[config.mk]
export PLATFORM = sky130hd
export DESIGN_NAME = keypad_loader_flat
export DESIGN_NICKNAME = d
export VERILOG_FILES = /design/src/rtl/keypad_loader_if.sv /design/src/rtl/keypad_loader.sv /design/src/flat_wrapper.sv
export SDC_FILE = /design/constraint.sdc
export NUM_CORES = 1
export LEC_CHECK = 0
export ABC_AREA = 1
export CORE_UTILIZATION = 40
export CTS_BUF_LIST = sky130_fd_sc_hd__clkbuf_2 sky130_fd_sc_hd__clkbuf_4 sky130_fd_sc_hd__clkbuf_8
export DETAILED_ROUTE_END_ITERATION = 6
export PLACE_DENSITY = 0.68
export SLEW_MARGIN = 20
export SYNTH_ARGS = -nofsm -noshare
export SYNTH_HDL_FRONTEND = slang
export SYNTH_SLANG_ARGS = --single-unit
[constraint.sdc]
create_clock -name clk -period 1.7 [get_ports clk]
set_input_delay 0.17 -clock clk [delete_from_list [all_inputs] [get_ports clk]]
set_output_delay 0.17 -clock clk [all_outputs]
set_load 0.01 [all_outputs]
[src/rtl/keypad_loader_if.sv]
// Keypad-side and timer-side signal bundle for keypad_loader.
// The master drives the keypad inputs; the slave (the loader) drives everything toward the timer and display.
interface keypad_loader_if;
  logic [3:0] key_code;
  logic       key_valid;
  logic [3:0] data;
  logic       loadn;
  logic       timer_clrn;
  logic       start;
  logic       error;
  logic       busy;
  logic [3:0] entry_mins;
  logic [3:0] entry_tens;
  logic [3:0] entry_ones;
  logic [1:0] digit_count;

  modport master (
    output key_code, key_valid,
    input  data, loadn, timer_clrn, start, error, busy,
    input  entry_mins, entry_tens, entry_ones, digit_count
  );

  modport slave (
    input  key_code, key_valid,
    output data, loadn, timer_clrn, start, error, busy,
    output entry_mins, entry_tens, entry_ones, digit_count
  );
endinterface

[src/rtl/keypad_loader.sv]
// Keypad front end for the microwave timer: buffers three BCD digits and serially loads them on START.
// Optional press debouncing is enabled by defining KEYPAD_LOADER_DEBOUNCE_EN.
module keypad_loader #(
  parameter int DEBOUNCE_CYCLES = 4
) (
  input logic          clk,
  input logic          clr,
  keypad_loader_if.slave kp
);

  typedef enum logic [2:0] {IDLE, LOAD_M, LOAD_T, LOAD_O, FIRE} state_t;

  state_t     state_reg;
  logic [3:0] mins_reg, tens_reg, ones_reg;
  logic [1:0] count_reg;
  logic [3:0] data_reg;
  logic       loadn_reg, clrn_reg, start_reg, error_reg, busy_reg;
  logic       accept;

`ifdef KEYPAD_LOADER_DEBOUNCE_EN
  localparam int CNT_W = $clog2(DEBOUNCE_CYCLES + 1);

  logic [CNT_W-1:0] cnt_reg;
  logic             lockout_reg;

  // A press whose key is seen while the loader is not idle is dropped until the key is released.
  always_ff @(posedge clk or posedge clr) begin
    if (clr) begin
      cnt_reg     <= '0;
      lockout_reg <= 1'b0;
    end else if (!kp.key_valid) begin
      cnt_reg     <= '0;
      lockout_reg <= 1'b0;
    end else begin
      if (cnt_reg != CNT_W'(DEBOUNCE_CYCLES))
        cnt_reg <= cnt_reg + 1'b1;
      if (state_reg != IDLE)
        lockout_reg <= 1'b1;
    end
  end

  assign accept = kp.key_valid && !lockout_reg && (cnt_reg == CNT_W'(DEBOUNCE_CYCLES - 1));
`else
  logic valid_prev_reg;

  always_ff @(posedge clk or posedge clr) begin
    if (clr) valid_prev_reg <= 1'b0;
    else     valid_prev_reg <= kp.key_valid;
  end

  // A zero debounce setting disables keypad input in both builds.
  assign accept = kp.key_valid && !valid_prev_reg && (DEBOUNCE_CYCLES != 0);
`endif

  always_ff @(posedge clk or posedge clr) begin
    if (clr) begin
      state_reg <= IDLE;
      mins_reg  <= '0;
      tens_reg  <= '0;
      ones_reg  <= '0;
      count_reg <= '0;
      data_reg  <= '0;
      loadn_reg <= 1'b1;
      clrn_reg  <= 1'b1;
      start_reg <= 1'b0;
      error_reg <= 1'b0;
      busy_reg  <= 1'b0;
    end else begin
      clrn_reg  <= 1'b1;
      start_reg <= 1'b0;
      error_reg <= 1'b0;
      case (state_reg)
        IDLE: begin
          if (accept) begin
            if (kp.key_code <= 4'd9) begin
              mins_reg <= tens_reg;
              tens_reg <= ones_reg;
              ones_reg <= kp.key_code;
              if (count_reg != 2'd3)
                count_reg <= count_reg + 2'd1;
            end else if (kp.key_code == 4'hA) begin
              if (count_reg == 2'd0 || tens_reg > 4'd5) begin
                error_reg <= 1'b1;
              end else begin
                state_reg <= LOAD_M;
                data_reg  <= mins_reg;
                loadn_reg <= 1'b0;
                busy_reg  <= 1'b1;
              end
            end else if (kp.key_code == 4'hB) begin
              mins_reg  <= '0;
              tens_reg  <= '0;
              ones_reg  <= '0;
              count_reg <= '0;
              clrn_reg  <= 1'b0;
            end
          end
        end
        // The timer shifts ones->tens->mins per strobe, so mins goes out first.
        LOAD_M: begin
          state_reg <= LOAD_T;
          data_reg  <= tens_reg;
        end
        LOAD_T: begin
          state_reg <= LOAD_O;
          data_reg  <= ones_reg;
        end
        LOAD_O: begin
          state_reg <= FIRE;
          loadn_reg <= 1'b1;
          busy_reg  <= 1'b0;
          start_reg <= 1'b1;
        end
        FIRE: begin
          state_reg <= IDLE;
          mins_reg  <= '0;
          tens_reg  <= '0;
          ones_reg  <= '0;
          count_reg <= '0;
        end
        default: begin
          state_reg <= IDLE;
          loadn_reg <= 1'b1;
          busy_reg  <= 1'b0;
        end
      endcase
    end
  end

  assign kp.data        = data_reg;
  assign kp.loadn       = loadn_reg;
  assign kp.timer_clrn  = clrn_reg;
  assign kp.start       = start_reg;
  assign kp.error       = error_reg;
  assign kp.busy        = busy_reg;
  assign kp.entry_mins  = mins_reg;
  assign kp.entry_tens  = tens_reg;
  assign kp.entry_ones  = ones_reg;
  assign kp.digit_count = count_reg;

endmodule

[src/flat_wrapper.sv]
// flat-port wrapper written by rule: the top's interface ports become plain ports
module keypad_loader_flat 
#(
  parameter int DEBOUNCE_CYCLES = 4
)
  (clk, clr, kp_key_code, kp_key_valid, kp_data, kp_loadn, kp_timer_clrn, kp_start, kp_error, kp_busy, kp_entry_mins, kp_entry_tens, kp_entry_ones, kp_digit_count);
  keypad_loader_if kp_i ();
  input logic clk;
  input logic clr;
  input wire logic [$bits(kp_i.key_code)-1:0] kp_key_code;
  input wire logic [$bits(kp_i.key_valid)-1:0] kp_key_valid;
  output wire logic [$bits(kp_i.data)-1:0] kp_data;
  output wire logic [$bits(kp_i.loadn)-1:0] kp_loadn;
  output wire logic [$bits(kp_i.timer_clrn)-1:0] kp_timer_clrn;
  output wire logic [$bits(kp_i.start)-1:0] kp_start;
  output wire logic [$bits(kp_i.error)-1:0] kp_error;
  output wire logic [$bits(kp_i.busy)-1:0] kp_busy;
  output wire logic [$bits(kp_i.entry_mins)-1:0] kp_entry_mins;
  output wire logic [$bits(kp_i.entry_tens)-1:0] kp_entry_tens;
  output wire logic [$bits(kp_i.entry_ones)-1:0] kp_entry_ones;
  output wire logic [$bits(kp_i.digit_count)-1:0] kp_digit_count;
  assign kp_i.key_code = kp_key_code;
  assign kp_i.key_valid = kp_key_valid;
  assign kp_data = kp_i.data;
  assign kp_loadn = kp_i.loadn;
  assign kp_timer_clrn = kp_i.timer_clrn;
  assign kp_start = kp_i.start;
  assign kp_error = kp_i.error;
  assign kp_busy = kp_i.busy;
  assign kp_entry_mins = kp_i.entry_mins;
  assign kp_entry_tens = kp_i.entry_tens;
  assign kp_entry_ones = kp_i.entry_ones;
  assign kp_digit_count = kp_i.digit_count;
  keypad_loader #(.DEBOUNCE_CYCLES(DEBOUNCE_CYCLES)) u_core (.clk(clk), .clr(clr), .kp(kp_i));
endmodule
==> out/metrics.yaml, run 1 <==
post_route_skew_ps: 7.28
clock_sinks: 27
synth_enable_flop_cells: 0
final.min_clock_period_ps: 1560
startpoint: "u_core.kp.loadn$_DFFE_PP1P_"
r2r_slack_ps: 180
firstDrtPassIters: 4
grt_antenna_before_repair: 0
area_growth_syn_to_layout_pct: 25.2
io_buffers: 29
power_per_cell_area_nw_per_um2: 1670
tritoncts: "built"
final_max_slew_viol_count: 0
placeableCoreArea_sq_um: 3390
drtIter0Drc: 67
worst_r2r_path_depth: 7
placement_rows: 21
grtUsageTotal_pct: 17.7
place.gp.congestion: 0.880
global_route.overflow_total: 0
max_freq_ghz: 0.639
mostFrequentLayoutCell: "nand2_1"
placed_cells_incl_taps: 241
post_cts_buffers: 0
max_slew.worst_pin.slew_ps: 399
slew-limit-headroom_pct: 73.1
timing.hold.worst.class: "input pin to async pin"
antenna-diode-count: 0
cp_slowest_stage_delay_ps: 550
post-route-drc-count: 0
final_critical_path_setup_slack_ps: 135
die_ar_sq_um: 3810
routed_wire_length_per_instance_microns: 12.4
grt_max_degree: 28
cts.htree.levels: 1
power.leakage_uw: 0.000847
final_cell_count_no_fill: 245
hpwlAfterDp_microns: 2360
pin_count: 30
setup.worst_path.end_class: "output pin"
fraction_of_layout_cells_with_a_size_suffix_above_1_pct: 20.1
grt_setup_unrepaired: "no"
dr_total_vias: 1207
final_antenna_net_count: 0
drt_wl_total_microns: 3050
worst_reg2reg_startpoint: "u_core.state_reg[1]$_DFFE_PP0P_"
run_status: "finished, final reports clean"
timing.critical_path.slowest_stage_cell: "dfstp_2"
setup_viol: 0
netlist-cell-type-count: 22
design.final.nets: 209
synthFlopType: "dfrtp_1"
synth_warnings: 0
vdd_ir_drop_max_mv: 0.579
die_h_microns: 61.8
setup_crit_start_kind: "register"
grt_pass1_vias: 1111
cts-root-to-sink-buffers: 2
worstPathRequired_ps: 1530
placement.setup.worst_slack_ps: 25.0
mostFrequentLayoutCells: "nand2_1, clkdlybuf4s50_1, dfrtp_1, nand3_1"
drv.max_cap_violation_count: 0
worst_hold_slack_ps: 184
syn-mean-instance-area_sq_um: 8.56
grt_pass1_wl_microns: 4890
initial_utilization_pct: 42.2
postSynthCellCount: 167
setup-tns-final_ps: 0
type_of_the_worst_setup_path: "register to output pin"
worstPathCellList: "clkdlybuf4s50_1"
drt-vias-per-instance: 4.93
synthesis.nets: 176
die_w_microns: 61.8
path_buf_inv: 1
sequential_fraction_of_the_synthesis_area_pct: 47.5
worstPathArrival_ps: 1390
worstReg2RegEnd: "u_core.kp.entry_mins[3]$_DFFE_PP0P_"
clock_insertion_delay_worst_skew_ps: 330
ys_ff_latch: 27
cts_made_buffers: 3
ctsRootBufferMaster: "clkbuf_4"
cp_max_fo: 2
final_hold_viol_count: 0
path_delay_family: "flip-flops"
post_synth_instance_area_sq_um: 1430
async_flop_share_pct: 100
finalCoreUtilization_pct: 52.8
cts_clock_pin_slew_for_the_worst_setup_and_hold_paths_ps: 150
final_cycle_utilization_of_the_critical_path_pct: 92.0
-- routing by layer --
metal	up-vias	GRT usage [%]	part of all wire, %
met5	-	0	0
met4	0	5.71	0.59
met3	2	2.07	2.9
met2	23	29.6	50
met1	578	23.9	46
li1	604	-	-
-- worst max path at each step --
stage                                                      to  slack, ps  depth (start not counted)
after floorplan                 u_core.kp.data[0]$_DFFE_PP0P_        310                          8
after global placement    u_core.kp.entry_ones[0]$_DFFE_PP0P_        120                          7
after detailed placement  u_core.kp.entry_mins[3]$_DFFE_PP0P_         30                          7
after CTS                                            kp_loadn        130                          1
after global routing            u_core.kp.data[0]$_DFFE_PP0P_         50                          8
final                                                kp_loadn        140                          1
-- report_power, final --
part / internal, uW / total [uW] / switching (uW)
Combinational: 699 / 1590 / 888
Clock: 88.3 / 281 / 192
Sequential: 879 / 1120 / 244
Total: 1670 / 2990 / 1320
-- synth_stat cells (2+ instances only) --
master   count  area share [%]
nand2_1     51              13
dfrtp_1     25              44
nand2_4      2             1.6
nor2_1       7             1.8
ha_1         2             1.8
o21ai_2     12             7.4
nand4_1      3             1.3
nand3_1     23             8.1
nor3_1       3             1.1
nand3_2      3             2.1
o21ai_0      3             1.1
nand2_2      6             2.6
buf_6        2             1.6
inv_2        5             1.3
dfstp_2      2             3.7
inv_1       12             3.2
-- per-stage QoR --
stage                     power, uW  area, sq um
after floorplan                2120         1430
after global placement         2670         1760
after detailed placement       2730         1760
after CTS                      3000         1790
after global routing           3260         1790
final                          2990         1790
-- what timing repair did --
item | 4_1_cts | 5_1_grt
endpoints found under the setup margin | 0 | 4
hold buffers | 0 | 0
gates resized for setup | 0 | 1
-- worst reg2reg max path, stage by stage, from the launching register on --
cell and delay [ps]:
dfrtp_1 430, inv_2 130, nand2_4 90, nor2_4 190, nand3_4 130, nand2_4 290
nand2_1 120, o21ai_2 80
-- logic make-up (layout without fill, tap and decap cells) --
| group | after synthesis | count (layout) | synth area share (%) |
|---|---|---|---|
| compound gates | 17 | 17 | 9.89 |
| fa+ha+maj | 2 | 2 | 1.75 |
| buf+inv | 20 | 52 | 6.48 |
| flops | 27 | 27 | 47.5 |
| simple gates | 101 | 101 | 34.4 |
-- cell type report --
cell class,instances,area [sq um]
clock buffers,3,22.5
clock inverters,1,5.00
fillers,317,1600
inverters,18,70.1
multi-input cells,120,658
flip-flops and latches,27,678
well taps,46,57.6
repair buffers,30,298
Note: power is estimated with default switching activity, not from simulation.
==> run 2: changes to the inputs <==
- CORE_MARGIN: unset -> 2
- TNS_END_PERCENT: unset -> 50
==> run 2 against run 1 <==
Effect of this change:
- power grew 0.31%
- maximum frequency shrank 0.77%
- via count grew 1.6%
- critical path type unchanged
- sequential power is essentially flat
==> out/metrics.yaml, run 2 (synthesis gave the netlist of run 1 again) <==
die_h_microns: 63.8
grt_pass1_wl_microns: 5570
grt_pass1_vias: 1212
antenna-diode-count: 0
die_w_microns: 63.8
final_hold_viol_count: 0
setup-tns-final_ps: 0
cts_clock_pin_slew_for_the_worst_setup_and_hold_paths_ps: 150
cts.htree.levels: 1
global_route.overflow_total: 0
path_delay_family: "flip-flops"
power.leakage_uw: 0.000847
area_growth_syn_to_layout_pct: 25.2
grt_max_degree: 28
pin_count: 30
cp_max_fo: 2
setup_viol: 0
final.min_clock_period_ps: 1580
fraction_of_layout_cells_with_a_size_suffix_above_1_pct: 20.1
setup.worst_path.end_class: "output pin"
tritoncts: "built"
placeableCoreArea_sq_um: 3390
ctsRootBufferMaster: "clkbuf_4"
drt-vias-per-instance: 5.00
drv.max_cap_violation_count: 0
clock_insertion_delay_worst_skew_ps: 330
worstPathCellList: "clkdlybuf4s50_1"
post-route-drc-count: 0
max_freq_ghz: 0.634
type_of_the_worst_setup_path: "register to output pin"
finalCoreUtilization_pct: 52.8
cts_made_buffers: 3
post_route_skew_ps: 6.35
path_buf_inv: 1
vdd_ir_drop_max_mv: 0.673
run_status: "finished, final reports clean"
total_power_uw: 3000
io_buffers: 29
grtUsageTotal_pct: 17.3
hpwlAfterDp_microns: 2420
clock_sinks: 27
worst_hold_slack_ps: 190
setup_crit_start_kind: "register"
grt_setup_unrepaired: "no"
mostFrequentLayoutCell: "nand2_1"
worstPathArrival_ps: 1410
cts-root-to-sink-buffers: 2
grt_antenna_before_repair: 0
timing.critical_path.slowest_stage_cell: "dfstp_2"
design.final.nets: 209
slew-limit-headroom_pct: 76.0
drtIter0Drc: 22
routed_wire_length_per_instance_microns: 12.8
power_per_cell_area_nw_per_um2: 1680
final_max_slew_viol_count: 0
mostFrequentLayoutCells: "nand2_1, clkdlybuf4s50_1, dfrtp_1, nand3_1"
firstDrtPassIters: 4
post_cts_buffers: 0
final_antenna_net_count: 0
cp_slowest_stage_delay_ps: 560
timing.hold.worst.class: "input pin to async pin"
place.gp.congestion: 0.875
die_ar_sq_um: 4070
placement_rows: 21
dr_total_vias: 1226
worstPathRequired_ps: 1530
drt_wl_total_microns: 3140
initial_utilization_pct: 42.2
post_cts.resized_instances: 0
postCtsHoldBufs: 0
max_slew.worst_pin.slew_ps: 357
final_cycle_utilization_of_the_critical_path_pct: 92.8
## run 2: cell counts in the layout (fill, tap and decap cells not counted)
No cell type changed its count.
## run 2: worst paths after layout
kind | from | end | slack, ps | cells past startpoint
worst max-delay path | u_core.kp.loadn$_DFFE_PP1P_ | kp_loadn | 120 | 1
worst min-delay path | clr | u_core.kp.data[1]$_DFFE_PP0P_ | 190 | 3
worst max register to register | u_core.kp.digit_count[0]$_DFFE_PP0P_ | u_core.kp.data[3]$_DFFE_PP0P_ | 190 | 8
worst min register to register | u_core.kp.loadn$_DFFE_PP1P_ | u_core.kp.loadn$_DFFE_PP1P_ | 480 | 2
max in group asynchronous | clr | u_core.kp.timer_clrn$_DFF_PP1_ | 1200 | 3
min in group clk | kp_key_valid | u_core.valid_prev_reg$_DFF_PP0_ | 300 | 1
## run 2: power by group
part	switching [uW]	total [uW]	internal (uW)	leakage (uW)
Clock	193	281	88.3	0.0000177
Combinational	897	1600	699	0.000477
Sequential	244	1120	879	0.000353
## run 2: final cells by class
cell class	instances	area, sq um
Clock buffer	3	22.5
Tap cell	46	57.6
Inverter	18	70.1
Sequential cell	27	678
Timing Repair Buffer	30	298
Fill cell	309	1600
Multi-Input combinational cell	120	658
Clock inverter	1	5.00
## run 2: stage by stage
stage | worst slack (ps) | instance area, sq um | instances
after floorplan | 309 | 1430 | 167
after global placement | 117 | 1760 | 241
after detailed placement | 29.8 | 1760 | 241
after CTS | 98.7 | 1790 | 245
after global routing | 22.5 | 1790 | 245
final | 123 | 1790 | 245
## run 2: layer usage
layer / global-route usage (%) / vias to the layer above / wire length (microns)
li1: - / 607 / -
met1: 21.6 / 581 / 1400
met2: 30.7 / 34 / 1600
met3: 1.23 / 4 / 93
met4: 7.34 / 0 / 54
met5: 0 / - / 0
## run 2: tightest hold or removal path, delay by kind of cell
family	cells	cell delay, ps
buffers and inverters	3	770
